$ cat src/rtl/gain_mix_stage.sv
// Two-stage valid/ready gain-and-mix stage: out = sat(round(a*gain >> GAIN_FRAC) + b).
// Clamped samples are flagged on out_sat and tallied in a saturating sat_count.
module gain_mix_stage #(
  parameter int unsigned DATA_W    = 16,
  parameter int unsigned GAIN_W    = 16,
  parameter int unsigned GAIN_FRAC = 14,
  parameter int unsigned CNT_W     = 16
) (
  input  logic              clk,
  input  logic              rst,
  input  logic              in_valid,
  output logic              in_ready,
  input  logic [DATA_W-1:0] in_a,
  input  logic [DATA_W-1:0] in_b,
  input  logic [GAIN_W-1:0] in_gain,
  output logic              out_valid,
  input  logic              out_ready,
  output logic [DATA_W-1:0] out_data,
  output logic              out_sat,
  input  logic              clr_count,
  output logic [CNT_W-1:0]  sat_count
);

  localparam int unsigned PROD_W = DATA_W + GAIN_W;
  localparam int unsigned TOP_W  = PROD_W - DATA_W + 1;
  localparam logic signed [PROD_W-1:0] RND_HALF = PROD_W'(1) << (GAIN_FRAC - 1);

  logic                     s1_valid_q, s1_valid_d;
  logic signed [PROD_W-1:0] s1_prod_q, s1_prod_d;
  logic signed [DATA_W-1:0] s1_b_q, s1_b_d;
  logic                     out_valid_q, out_valid_d;
  logic [DATA_W-1:0]        out_data_q, out_data_d;
  logic                     out_sat_q, out_sat_d;
  logic [CNT_W-1:0]         sat_count_q, sat_count_d;

  logic                     s2_load, s1_load;
  logic signed [PROD_W-1:0] rounded, scaled, sum;
  logic [TOP_W-1:0]         top;
  logic                     clip;

  always_comb begin
    s2_load = !out_valid_q || out_ready;
    s1_load = !s1_valid_q || s2_load;

    s1_valid_d = s1_valid_q;
    s1_prod_d  = s1_prod_q;
    s1_b_d     = s1_b_q;
    if (s1_load) begin
      s1_valid_d = in_valid;
      if (in_valid) begin
        s1_prod_d = PROD_W'($signed(in_a)) * PROD_W'($signed(in_gain));
        s1_b_d    = $signed(in_b);
      end
    end

    // Scaled value and sum are carried at full product width; the scaled
    // value fits in PROD_W-GAIN_FRAC bits so the wider sum cannot overflow.
    rounded = s1_prod_q + RND_HALF;
    scaled  = rounded >>> GAIN_FRAC;
    sum     = scaled + PROD_W'(s1_b_q);
    top     = sum[PROD_W-1:DATA_W-1];
    clip    = !((top == '0) || (top == '1));

    out_valid_d = out_valid_q;
    out_data_d  = out_data_q;
    out_sat_d   = out_sat_q;
    if (s2_load) begin
      out_valid_d = s1_valid_q;
      if (s1_valid_q) begin
        out_sat_d = clip;
        if (!clip)
          out_data_d = sum[DATA_W-1:0];
        else if (sum[PROD_W-1])
          out_data_d = {1'b1, {(DATA_W-1){1'b0}}};
        else
          out_data_d = {1'b0, {(DATA_W-1){1'b1}}};
      end
    end

    sat_count_d = sat_count_q;
    if (clr_count)
      sat_count_d = '0;
    else if (out_valid_q && out_ready && out_sat_q && (sat_count_q != '1))
      sat_count_d = sat_count_q + CNT_W'(1);
  end

  always_ff @(posedge clk or posedge rst) begin
    if (rst) begin
      s1_valid_q  <= 1'b0;
      s1_prod_q   <= '0;
      s1_b_q      <= '0;
      out_valid_q <= 1'b0;
      out_data_q  <= '0;
      out_sat_q   <= 1'b0;
      sat_count_q <= '0;
    end else begin
      s1_valid_q  <= s1_valid_d;
      s1_prod_q   <= s1_prod_d;
      s1_b_q      <= s1_b_d;
      out_valid_q <= out_valid_d;
      out_data_q  <= out_data_d;
      out_sat_q   <= out_sat_d;
      sat_count_q <= sat_count_d;
    end
  end

  assign in_ready  = s1_load;
  assign out_valid = out_valid_q;
  assign out_data  = out_data_q;
  assign out_sat   = out_sat_q;
  assign sat_count = sat_count_q;

endmodule

$ cat config.mk
export PLATFORM = sky130hd
export DESIGN_NAME = gain_mix_stage
export DESIGN_NICKNAME = d
export VERILOG_FILES = /design/src/rtl/gain_mix_stage.sv
export SDC_FILE = /design/constraint.sdc
export NUM_CORES = 1
export LEC_CHECK = 0
export CORE_MARGIN = 2
export CORE_UTILIZATION = 30
export DETAILED_ROUTE_END_ITERATION = 16
export SLEW_MARGIN = 30
export SYNTH_ARGS = -nofsm -noshare
export SYNTH_HDL_FRONTEND = slang
export SYNTH_SLANG_ARGS = --single-unit
$ cat constraint.sdc
create_clock -name clk -period 3.19 [get_ports clk]
set_input_delay 0.638 -clock clk [delete_from_list [all_inputs] [get_ports clk]]
set_output_delay 0.638 -clock clk [all_outputs]
set_load 0.02 [all_outputs]
# After elaboration in Yosys (flattened, before gate mapping)

Cells that the tools add are included.

Register bits after elaboration: 83
Output and inout port bits: 35
Word-level logic and storage cells: 30

Reduce and logical (&&, ||, !) cells: 13
Multiplexer cells: 4
Add/subtract/negate cells: 3
Equality and inequality tests: 2
Multiply operators: 1

Operators with widths:

| kind                     | number |
|---|---|
| $mux W16                 | 4 |
| $add A32 B15 Y32 const B | 1 |
| $mul A16 B16 Y32         | 1 |
| $add A18 B16 Y19         | 1 |
| $eq A17 B17 Y1 const B   | 1 |
| $logic_not A17 Y1        | 1 |
| $add A16 B1 Y16 const B  | 1 |
| $ne A16 B16 Y1 const B   | 1 |
| $reduce_and A2 Y1        | 2 |
| $logic_and A1 B1 Y1      | 3 |
| $logic_not A1 Y1         | 3 |
| $logic_or A1 B1 Y1       | 3 |
| $reduce_bool A2 Y1       | 1 |

# Logic depth before layout (Yosys ltp)

Gate-level depths: netlist (run 1).

Depth in word-level cells: 5
Mapped depth: 23

# Worst setup path after synthesis (run 1)

Ideal clock, no wire load.

Path kind: input -> register
Start: in in_a[15]
End: reg s1_prod_q[27]
Stages: 19
Setup slack: -3143 ps
Arrival time: 6196 ps
Setup time: 136 ps
Path buffers: 1
Data required time: 3054 ps
Cells stage by stage: clkbuf_1 -> nand2_1 -> inv_1 -> fa_1 -> inv_1 -> fa_1 -> fa_1 -> fa_1 -> fa_1 -> fa_1 -> inv_1 -> ha_1 -> and4_1 -> a221oi_1 -> a21oi_1 -> nor3_2 -> nand2_1 -> nor4bb_1 -> or3b_2

Cells in the longest elaborated chain, start to end: 1

RTL lines:

| item                 | line | RTL |
|---|---|---|
| from (decl)          | 13   | `input logic [DATA_W-1:0] in_a,` |
| $mul A16 B16 Y32     | 51   | `s1_prod_d = PROD_W'($signed(in_a)) * PROD_W'($signed(in_gain));` |
| to (signal assigned) | 98   | `s1_prod_q <= s1_prod_d;` |
| to (decl)            | 29   | `logic signed [PROD_W-1:0] s1_prod_q, s1_prod_d;` |

No other way between the ends.
A chain may end at the register's enable or synchronous reset.

# Final worst setup path (run 1)

Start: in in_a[8]
End: reg s1_prod_q[29]

The elaborated chain is that of the path after synthesis.

==> results by group, run 1 <==
Run status
  – Status: finished with violations
  – Failing checks: setup timing

Floorplan
  – Core Footprint: 45280 sq um
  – Die Span Y: 218.2 um
  – Cell Rows: 78
  – Die width: 218.2 um
  – Starting density of the core: 30.39%
  – Top Ports: 88
  – Total die area: 47590 sq um

Setup path
  – CP max FO: 3
  – Critical path arrival: 6120 ps
  – CP startpoint kind: input port
  – Worst reg2reg path depth: 14
  – Critical path type: in2reg
  – CP Capture Type: flip-flop
  – Worst EP required: 3410 ps

Global route
  – Met3 Track Usage GR: 1.169%
  – Vias in the first global route: 11520
  – GRT Total Usage: 15.22%
  – Grt peak-use layer: met2
  – First-pass GRT wire length: 58640 um
  – Largest net degree at the start of global routing: 41
  – Initial antenna violation count: 0
  – M2 GR Usage: 25.09%
  – GRT met1 Usage: 21.57%
  – Global route overflow: 0

STA
  – Max Clk Rate: 0.1695 GHz
  – Worst-Margin Slew: 1057 ps
  – Setup_tns: -49540 ps
  – Worst Skew: 9.746 ps
  – Setup Viol. Count Final: 35
  – Final period util: 184.9%
  – Final worst setup slack: -2708 ps
  – Minimum clock period: 5898 ps
  – Hold Violations, Final: 0
  – Slew Viols, Final: 0
  – RSZ-0062 raised after global routing: yes
  – Rel. slew slack: 29.53%
  – Hold Slack: 483.7 ps

Yosys
  – Post-synth ARST share: 100.0%
  – Largest cells by area after synthesis: fa_1 (38%), dfrtp_1 (13%), ha_1 (9.0%)
  – Synthesized flop and latch total: 70
  – Syn_nets: 1887
  – Post-synth EDFFs: 0
  – Synth unique cells: 70
  – Area leader, netlist: fa_1
  – Syn Inst Count: 1473
  – Mean Syn Cell Area: 9.341 sq um
  – Ys flop type: dfrtp_1
  – Synth top area share: 38.12%
  – Post-synthesis sequential area ratio: 12.73%
  – Ys Warns: 0
  – Mapped cell area: 13760 sq um

Detailed routing
  – Vias per cell: 4.521
  – Drt total wl: 35880 um
  – # DRC: 0
  – Routed len/inst: 14.79 um
  – Detailed Route Iter0 Violations: 578
  – DR vias: 10970
  – Routed Antenna Nets: 0
  – Initial DRT Pass Iterations: 5

CTS
  – H-tree depth: 3
  – CTS tree: yes
  – Hold-fix buffers, CTS: 0
  – Num CTS Buffers: 9
  – Sink Count: 70
  – Clock buffer depth: 2
  – Clock Latency Late Sink: 340 ps
  – CTS Root Buffer Type: clkbuf_16
  – Clock slew at reported path FFs: 60 ps

Run
  – Max_cap viols: 0

Worst hold path
  – Hold path depth: 2
  – Min-Delay Path Class: reg2reg

Finish
  – Fin util: 41.97%
  – Finished Cell Area: 19000 sq um
  – Syn-to-layout area delta: 38.11%
  – Fin nets: 2234
  – Layout cells sized above 1: 32.49%

Placement
  – IO buf count: 87
  – Final HPWL DP: 28720 um
  – Placed inst area: 17250 sq um
  – Final GP Congestion: 0.8383
cells in the mapped netlist (7+ instances only):
master	instances
a21o_1	10
clkbuf_1	39
nand2_1	167
fa_1	262
a311oi_2	10
mux2_2	16
o21ai_0	32
or3_1	7
nand3_1	25
a21oi_1	40
o21bai_1	8
dfrtp_1	70
nand2b_1	10
xnor2_1	40
xor2_1	22
inv_1	316
and2_1	127
nor2_1	56
a211oi_1	8
ha_1	99
and3_1	10
nand4_1	10
cell type report:
class | count | area (sq um)
inverters | 316 | 1189
fillers | 4404 | 26280
multi-input cells | 1040 | 11620
flip-flops and latches | 70 | 1752
diodes | 1 | 2.502
clock inverters | 6 | 70.07
repair buffers | 383 | 3391
clock buffers | 10 | 229.0
well taps | 600 | 750.7
flip-flops by register name (all words and copies together) (netlist names):
| register | flops |
|---|---|
| sat_count | 16 |
| out_valid | 1 |
| out_data | 16 |
| s1_b_q | 16 |
| s1_valid_q | 1 |
| s1_prod_q | 19 |
| out_sat | 1 |
path summary, 6_finish.rpt:
kind	from	to	slack, ps
min reg2reg	s1_prod_q[30]$_DFFE_PP0P_	s1_prod_q[30]$_DFFE_PP0P_	480
max in group asynchronous	rst	s1_b_q[8]$_DFFE_PP0P_	1800
max	in_a[8]	s1_prod_q[29]$_DFFE_PP0P_	-2710
min	s1_prod_q[30]$_DFFE_PP0P_	s1_prod_q[30]$_DFFE_PP0P_	480
max reg2reg	s1_prod_q[16]$_DFFE_PP0P_	out_data[12]$_DFFE_PP0P_	-230
min in group asynchronous	rst	out_data[15]$_DFFE_PP0P_	730
worst max-delay path, cell delays in order:
cell and delay [ps]:
buf_6 90, buf_6 110, buf_6 110, buf_4 130, and2_4 130, fa_1 500
inv_1 50, fa_2 340, fa_1 550, inv_2 40, fa_1 490, fa_1 560
inv_2 40, fa_1 510, inv_2 50, ha_4 250, and3_4 170, and3_4 180
o211ai_1 140, a211oi_2 300, nor3_4 80, a211oi_2 240, buf_4 150, o21ai_2 40
a41o_1 210
metrics by stage:
| step | setup slack, ps | cells |
|---|---|---|
| CTS | -2682 | 2412 |
| global placement | -3402 | 2334 |
| detailed placement | -3497 | 2334 |
| global route | -2919 | 2425 |
| floorplan | -2728 | 1473 |
| finish | -2708 | 2426 |
cell usage in the layout (no fill, tap or decap), types with 12 or more instances in the layout:
| cell type | count |
|---|---|
| a21oi_1 | 30 |
| and2_1 | 102 |
| and2_4 | 25 |
| buf_2 | 12 |
| buf_4 | 243 |
| buf_6 | 41 |
| clkdlybuf4s50_1 | 57 |
| dfrtp_1 | 70 |
| fa_1 | 233 |
| fa_2 | 29 |
| ha_1 | 81 |
| ha_4 | 17 |
| inv_1 | 280 |
| inv_2 | 35 |
| mux2_2 | 16 |
| nand2_1 | 148 |
| nand2_2 | 14 |
| nand3_2 | 13 |
| nor2_1 | 45 |
| o21ai_0 | 12 |
| o21ai_1 | 16 |
| xnor2_1 | 35 |
| xor2_1 | 21 |
cells by family after synthesis:
| family | share of synthesized area, % |
|---|---|
| xor gates and xnor gates | 3.947 |
| and+or+nand+nor | 16.52 |
| DFF | 12.73 |
| muxes | 1.382 |
| buffers and inverters | 10.12 |
| AOI/OAI and AO/OA | 8.175 |
| adders and majority gates | 47.12 |
layer usage:
metal  up-vias  share of wire [%]
li1       5229                  -
met2       254                 47
met5         -                  0
met3        57                3.8
met4         0                2.3
met1      5429                 47
timing repair:
| item | 4_1_cts | 5_1_grt |
|---|---|---|
| endpoints found under the setup margin | 36 | 36 |
| gates cloned | 7 | 0 |
| resized for setup | 219 | 159 |
| pin swaps | 89 | 124 |
| buffers inserted | 56 | 27 |
Power of run 1 is not shown: default switching activity piles up to over one toggle a cycle in this logic, so the estimate is an artifact.
==> run 2, diff against run 1 <==
- CAP_MARGIN: unset -> 40
==> run 2 against run 1 <==
Compared with the run above:
- the run still ends with setup timing left
- worst hold slack is essentially flat
- register-to-register slack improved by 50 ps
- first-iteration DRC count up 3.3%
- wire length rose by 0.30%
- clock skew shrank 0.64 ps
- die area stayed put
- maximum frequency barely moved
- final cell count hardly changed
- cell area is 0.30% higher
- global-route usage did not move
- flip-flop and latch count did not move
==> results by group, run 2 (synthesis results as in run 1) <==
Floorplan
  – Top Ports: 88 (unchanged)
  – Core Footprint: 45280 sq um (unchanged)
  – Cell Rows: 78 (unchanged)
  – Total die area: 47590 sq um (unchanged)
  – Die Span Y: 218.2 um (unchanged)
  – Die width: 218.2 um (unchanged)
  – Starting density of the core: 30.39% (unchanged)

Run
  – Max_cap viols: 0 (unchanged)

Run status
  – Failing checks: setup timing
  – Status: finished with violations

STA
  – Worst Skew: 9.102 ps (-0.6441 ps)
  – Minimum clock period: 5898 ps (+0.1700 ps)
  – Hold Slack: 484.2 ps (+0.4670 ps)
  – Max Clk Rate: 0.1695 GHz (about the same)
  – Rel. slew slack: 61.09% (+32 points)
  – Final worst setup slack: -2708 ps (-0.1700 ps)
  – Worst-Margin Slew: 581.9 ps (-475.1 ps)
  – RSZ-0062 raised after global routing: yes
  – Final period util: 184.9% (about the same)
  – Setup Viol. Count Final: 35 (unchanged)
  – Slew Viols, Final: 0 (unchanged)
  – Hold Violations, Final: 0 (unchanged)

Placement
  – IO buf count: 87 (unchanged)
  – Final GP Congestion: 0.8383 (unchanged)
  – Place WS: -3497 ps (unchanged)
  – Final HPWL DP: 28720 um (unchanged)

Finish
  – Layout cells sized above 1: 32.73% (+0.24 points)
  – Area taken by multi-input logic gates: 11630 sq um (+0.12%)
  – Area occupied by registers: 1752 sq um (unchanged)
  – Max reg flops: 19 (unchanged)
  – Reg with most FFs: s1_prod_q
  – Fin nets: 2236 (+0.090%)
  – Antenna diode count: 0 (-1)
  – Commonest non-fill, non-tap cell in the layout: inv_1
  – Syn-to-layout area delta: 38.53%
  – Most used cells in the layout excluding fill and tap cells: inv_1 (280), buf_4 (240), fa_1 (233)
  – Fillers: 4398 (-0.14%)

CTS
  – Clock Latency Late Sink: 340 ps (about the same)
  – Clock slew at reported path FFs: 60 ps (about the same)
  – Num CTS Buffers: 9 (unchanged)
  – CTS Root Buffer Type: clkbuf_16
  – H-tree depth: 3 (unchanged)
  – CTS tree: yes
  – Clock buffer depth: 2 (unchanged)
  – Sink Count: 70 (unchanged)

Setup path
  – CP max FO: 3 (unchanged)
  – CP startpoint kind: input port
  – CP Capture Type: flip-flop
  – Critical path arrival: 6120 ps (about the same)
  – Worst EP required: 3410 ps (about the same)
  – Critical path type: in2reg

Detailed routing
  – Met3 wire length: 1304 um (-3.1%)
  – Routed Antenna Nets: 0 (unchanged)
  – Uppermost routed layer: met4
  – Detailed Route Iter0 Violations: 597 (+3.3%)
  – Initial DRT Pass Iterations: 6 (+1)
  – Vias per cell: 4.535 (+0.31%)
  – WL met2: 16810 um (+0.69%)
  – # DRC: 0 (unchanged)
  – Wire length on met1: 17090 um (+0.42%)
  – Drt total wl: 35990 um (+0.30%)
  – DR vias: 11010 (+0.35%)
  – Routed len/inst: 14.83 um (+0.26%)

Global route
  – Initial antenna violation count: 0 (unchanged)
  – Largest net degree at the start of global routing: 41 (unchanged)
  – First-pass GRT wire length: 58640 um (unchanged)
  – Vias in the first global route: 11520 (unchanged)
  – GRT Total Usage: 15.22% (unchanged)
  – Global route overflow: 0 (unchanged)

Worst hold path
  – Min-Delay Path Class: reg2reg
-- run 2: changes by cell type in the layout (fill, tap and decap cells not counted), sizes merged --
| cell | delta |
|---|---|
| buf | +2 |
| diode | -1 |
-- run 2: cell type report --
| cell class | instances | share of cell area [%] |
|---|---|---|
| multi-input combinational | 1040 | 61.03 |
| timing repair buffer | 385 | 18.03 |
| sequential | 70 | 9.190 |
| inverter | 316 | 6.236 |
| tap | 600 | 3.939 |
| clock buffer | 10 | 1.201 |
| clock inverter | 6 | 0.3676 |
-- run 2: per-layer routing --
| metal | global-route usage [%] | up-vias |
|---|---|---|
| li1 | - | 5236 |
| met1 | 21.57 | 5451 |
| met2 | 25.09 | 264 |
| met3 | 1.169 | 56 |
| met4 | 4.036 | 0 |
| met5 | 0 | - |
-- run 2: worst paths after layout --
check                      cells past startpoint                      start  slack [ps]                         to
setup / recovery                              25                    in_a[8]       -2710  s1_prod_q[29]$_DFFE_PP0P_
hold / removal                                 2  s1_prod_q[30]$_DFFE_PP0P_         480  s1_prod_q[30]$_DFFE_PP0P_
setup reg to reg                              12  s1_prod_q[13]$_DFFE_PP0P_        -180    out_data[8]$_DFFE_PP0P_
hold reg to reg                                2  s1_prod_q[30]$_DFFE_PP0P_         480  s1_prod_q[30]$_DFFE_PP0P_
max in group asynchronous                      3                        rst        2210      s1_b_q[8]$_DFFE_PP0P_
min in group asynchronous                      2                        rst         520    out_data[1]$_DFFE_PP0P_
-- run 2: critical path, stage by stage --
cell      delay (ps)
buf_6             90
buf_6            110
buf_6            110
buf_4            130
and2_4           130
fa_1             500
inv_1             50
fa_2             340
fa_1             550
inv_2             40
fa_1             490
fa_1             560
inv_2             40
fa_1             510
inv_2             50
ha_4             250
and3_4           170
and3_4           180
o211ai_1         140
a211oi_2         300
nor3_4            80
a211oi_2         240
buf_4            150
o21ai_2           40
a41o_1           210
-- run 2: what timing repair did --
item	CTS	global route
hold buffers	0	0
setup endpoints to repair	36	36
resized for setup	219	168
gates cloned	7	0
setup buffers	56	26
pin swaps	89	130
-- run 2: metrics by stage --
| step | area, sq um | instances | setup TNS (ps) | util [%] |
|---|---|---|---|---|
| floorplan | 14290 | 1473 | -45660 | - |
| global placement | 17250 | 2334 | -64330 | 38.10 |
| detailed placement | 17250 | 2334 | -65800 | 38.10 |
| CTS | 18510 | 2412 | -49780 | 40.87 |
| global route | 19060 | 2427 | -55720 | 42.09 |
| finish | 19060 | 2427 | -49130 | 42.09 |
Power of run 2 is left out for the same reason.
==> run 3, diff against run 2 <==
- CORE_ASPECT_RATIO: unset -> 0.9
==> run 3 against run 2 <==
Compared with the run above:
- the run still ends with setup timing left
- setup slack lost 14 ps
- die area is essentially flat
- critical path depth shrank 3
- count of clock-buffer cells in the layout is the same
- maximum frequency shrank 0.24%
- via count grew 1.2%
- non-clock buffer count grew 16
- worst hold slack lost 5.6 ps
- register-to-register slack lost 240 ps
- critical path type unchanged
- largest cell class unchanged
- highest routed layer unchanged
==> results by group, run 3 (synthesis results as in run 1) <==
STA
  – Worst Skew: 4.640 ps (-4.462 ps)
  – Final worst setup slack: -2722 ps (-14.10 ps)
  – Hold Violations, Final: 0 (unchanged)
  – Max Clk Rate: 0.1691 GHz (-0.24%)
  – Worst-Margin Slew: 704.0 ps (+122.1 ps)
  – Rel. slew slack: 53.07% (-8.0 points)
  – Minimum clock period: 5912 ps (+14.10 ps)
  – Slew Viols, Final: 0 (unchanged)
  – Final period util: 185.3% (+0.44 points)
  – RSZ-0062 raised after global routing: yes
  – Setup Viol. Count Final: 35 (unchanged)

Placement
  – Final GP Congestion: 0.8320 (-0.75%)
  – Final HPWL DP: 29620 um (+3.1%)
  – IO buf count: 87 (unchanged)
  – Placed inst area: 17420 sq um (+0.99%)

Setup path
  – Critical path arrival: 6130 ps (about the same)
  – CP Capture Type: flip-flop
  – CP Cell Sequence: buf_8, buf_12, buf_8, and2_4, fa_2, fa_1, fa_1, fa_1, fa_1, inv_1, fa_1, inv_2, ha_4, a21oi_4, o21bai_4, a221oi_4, a21oi_2, nor3_4, buf_6, a211oi_4, or3_1, a41o_1
  – Max stage delay on crit path: 570 ps (about the same)
  – Most used cell, CP: fa_1
  – CP top delay family: adder cells
  – CP max FO: 5 (+2)
  – Worst EP required: 3410 ps (about the same)
  – Critical path type: in2reg
  – CP startpoint kind: input port
  – Worst path slowest cell: fa_2
  – WP buf/inv: 6 (-3)

Floorplan
  – Top Ports: 88 (unchanged)
  – Cell Rows: 74 (-5.1%)
  – Starting density of the core: 30.33% (-0.057 points)
  – Die width: 229.7 um (+5.3%)
  – Core Footprint: 45370 sq um (+0.19%)
  – Total die area: 47600 sq um (about the same)
  – Die Span Y: 207.2 um (-5.0%)

CTS
  – Sink Count: 70 (unchanged)
  – CTS Root Buffer Type: clkbuf_16
  – Num CTS Buffers: 9 (unchanged)
  – Hold-fix buffers, CTS: 0 (unchanged)
  – Clock slew at reported path FFs: 60 ps (about the same)
  – H-tree depth: 3 (unchanged)
  – CTS tree: yes
  – Clock Latency Late Sink: 330 ps (about the same)
  – Clock buffer depth: 2 (unchanged)

Detailed routing
  – Detailed Route Iter0 Violations: 430 (-28%)
  – Vias per cell: 4.543 (+0.18%)
  – Initial DRT Pass Iterations: 5 (-1)
  – Drt total wl: 37090 um (+3.1%)
  – # DRC: 0 (unchanged)
  – Routed len/inst: 15.13 um (+2.0%)
  – Routed Antenna Nets: 0 (unchanged)
  – DR vias: 11140 (+1.2%)

Run status
  – Status: finished with violations
  – Failing checks: setup timing

Run
  – Max_cap viols: 0 (unchanged)

Global route
  – Largest net degree at the start of global routing: 71 (+73%)
  – First-pass GRT wire length: 60450 um (+3.1%)
  – Global route overflow: 0 (unchanged)
  – GRT Total Usage: 15.65% (+0.43 points)
  – Vias in the first global route: 12010 (+4.3%)
  – Initial antenna violation count: 1 (+1)

Finish
  – Antenna diode count: 0 (unchanged)
  – Layout cells sized above 1: 33.64% (+0.91 points)
  – Fillers: 4355 (-0.98%)
  – Commonest non-fill, non-tap cell in the layout: inv_1
  – Reg with most FFs: s1_prod_q
  – Finished Cell Area: 19370 sq um (+1.6%)
  – Max reg flops: 19 (unchanged)
  – Fin nets: 2252 (+0.72%)
  – Most used cells in the layout excluding fill and tap cells: inv_1 (276), buf_4 (239), fa_1 (234)
  – Area occupied by registers: 1752 sq um (unchanged)
  – Area taken by multi-input logic gates: 11680 sq um (+0.38%)
  – Syn-to-layout area delta: 40.75%

Worst hold path
  – Min-Delay Path Class: reg2reg
[run 3: cell count changes in the layout (fill, tap and decap cells not counted), moves of 4 or more]
cell and change:
nand2_4 +5, inv_2 +4, nand2_2 -7, inv_1 -4
nor2_4 -5, nor2_1 +4, buf_6 +18, a21oi_1 +4
[run 3: worst paths after layout]
kind,startpoint,end,slack (ps),depth (start not counted)
max in group asynchronous,rst,s1_prod_q[19]$_DFFE_PP0P_,2150,3
worst min register to register,out_data[15]$_DFFE_PP0P_,out_data[15]$_DFFE_PP0P_,480,2
worst max-delay path,in_gain[4],s1_prod_q[29]$_DFFE_PP0P_,-2720,22
worst max register to register,s1_prod_q[17]$_DFFE_PP0P_,out_data[12]$_DFFE_PP0P_,-420,17
worst min-delay path,out_data[15]$_DFFE_PP0P_,out_data[15]$_DFFE_PP0P_,480,2
min in group asynchronous,rst,sat_count[3]$_DFFE_PP0P_,700,3
[run 3: worst register-to-register path, cell delays in order (launching register included)]
cell     delay [ps]
dfrtp_1         370
nand3_2         120
nor2_4          180
nand2_2          80
or3_4           380
nor2_4          140
xor2_4          100
ha_4            310
nand2_4          60
or3_4           340
buf_6           130
o21a_1          180
o311a_4         410
buf_6           140
o41ai_4         210
buf_6           200
nand3_2         100
nand3_2         110
[run 3: area by class of cell]
cell class / count / share of cell area, %
Clock inverter: 6 / 0.4910
Tap cell: 608 / 3.928
Timing Repair Buffer: 401 / 18.92
Sequential cell: 70 / 9.045
Multi-Input combinational cell: 1040 / 60.30
Inverter: 316 / 6.138
Clock buffer: 10 / 1.182
[run 3: through the flow]
stage	worst slack, ps	TNS [ps]	hold WS, ps	std cells	utilization, %
CTS	-2702	-54530	483.1	2444	41.79
finish	-2722	-53580	478.6	2451	42.69
floorplan	-2728	-45660	448.5	1473	-
global placement	-3496	-71130	477.7	2354	38.39
detailed placement	-3548	-71540	469.4	2355	38.41
global route	-2878	-59030	520.8	2451	42.69
[run 3: routing by layer]
metal	global-route usage, %	wire length [um]	part of all wire [%]	vias to the layer above
li1	-	-	-	5274
met1	21.11	16310	44	5628
met2	26.94	18760	51	199
met5	0	0	0	-
met4	2.736	466	1.3	0
met3	2.299	1547	4.2	35
[run 3: what timing repair did]
action / 4_1_cts / 5_1_grt
gates cloned: 9 / 0
pin swaps: 121 / 123
setup endpoints to repair: 36 / 36
resized for setup: 279 / 119
buffers inserted: 69 / 14
Power of run 3 is left out for the same reason.
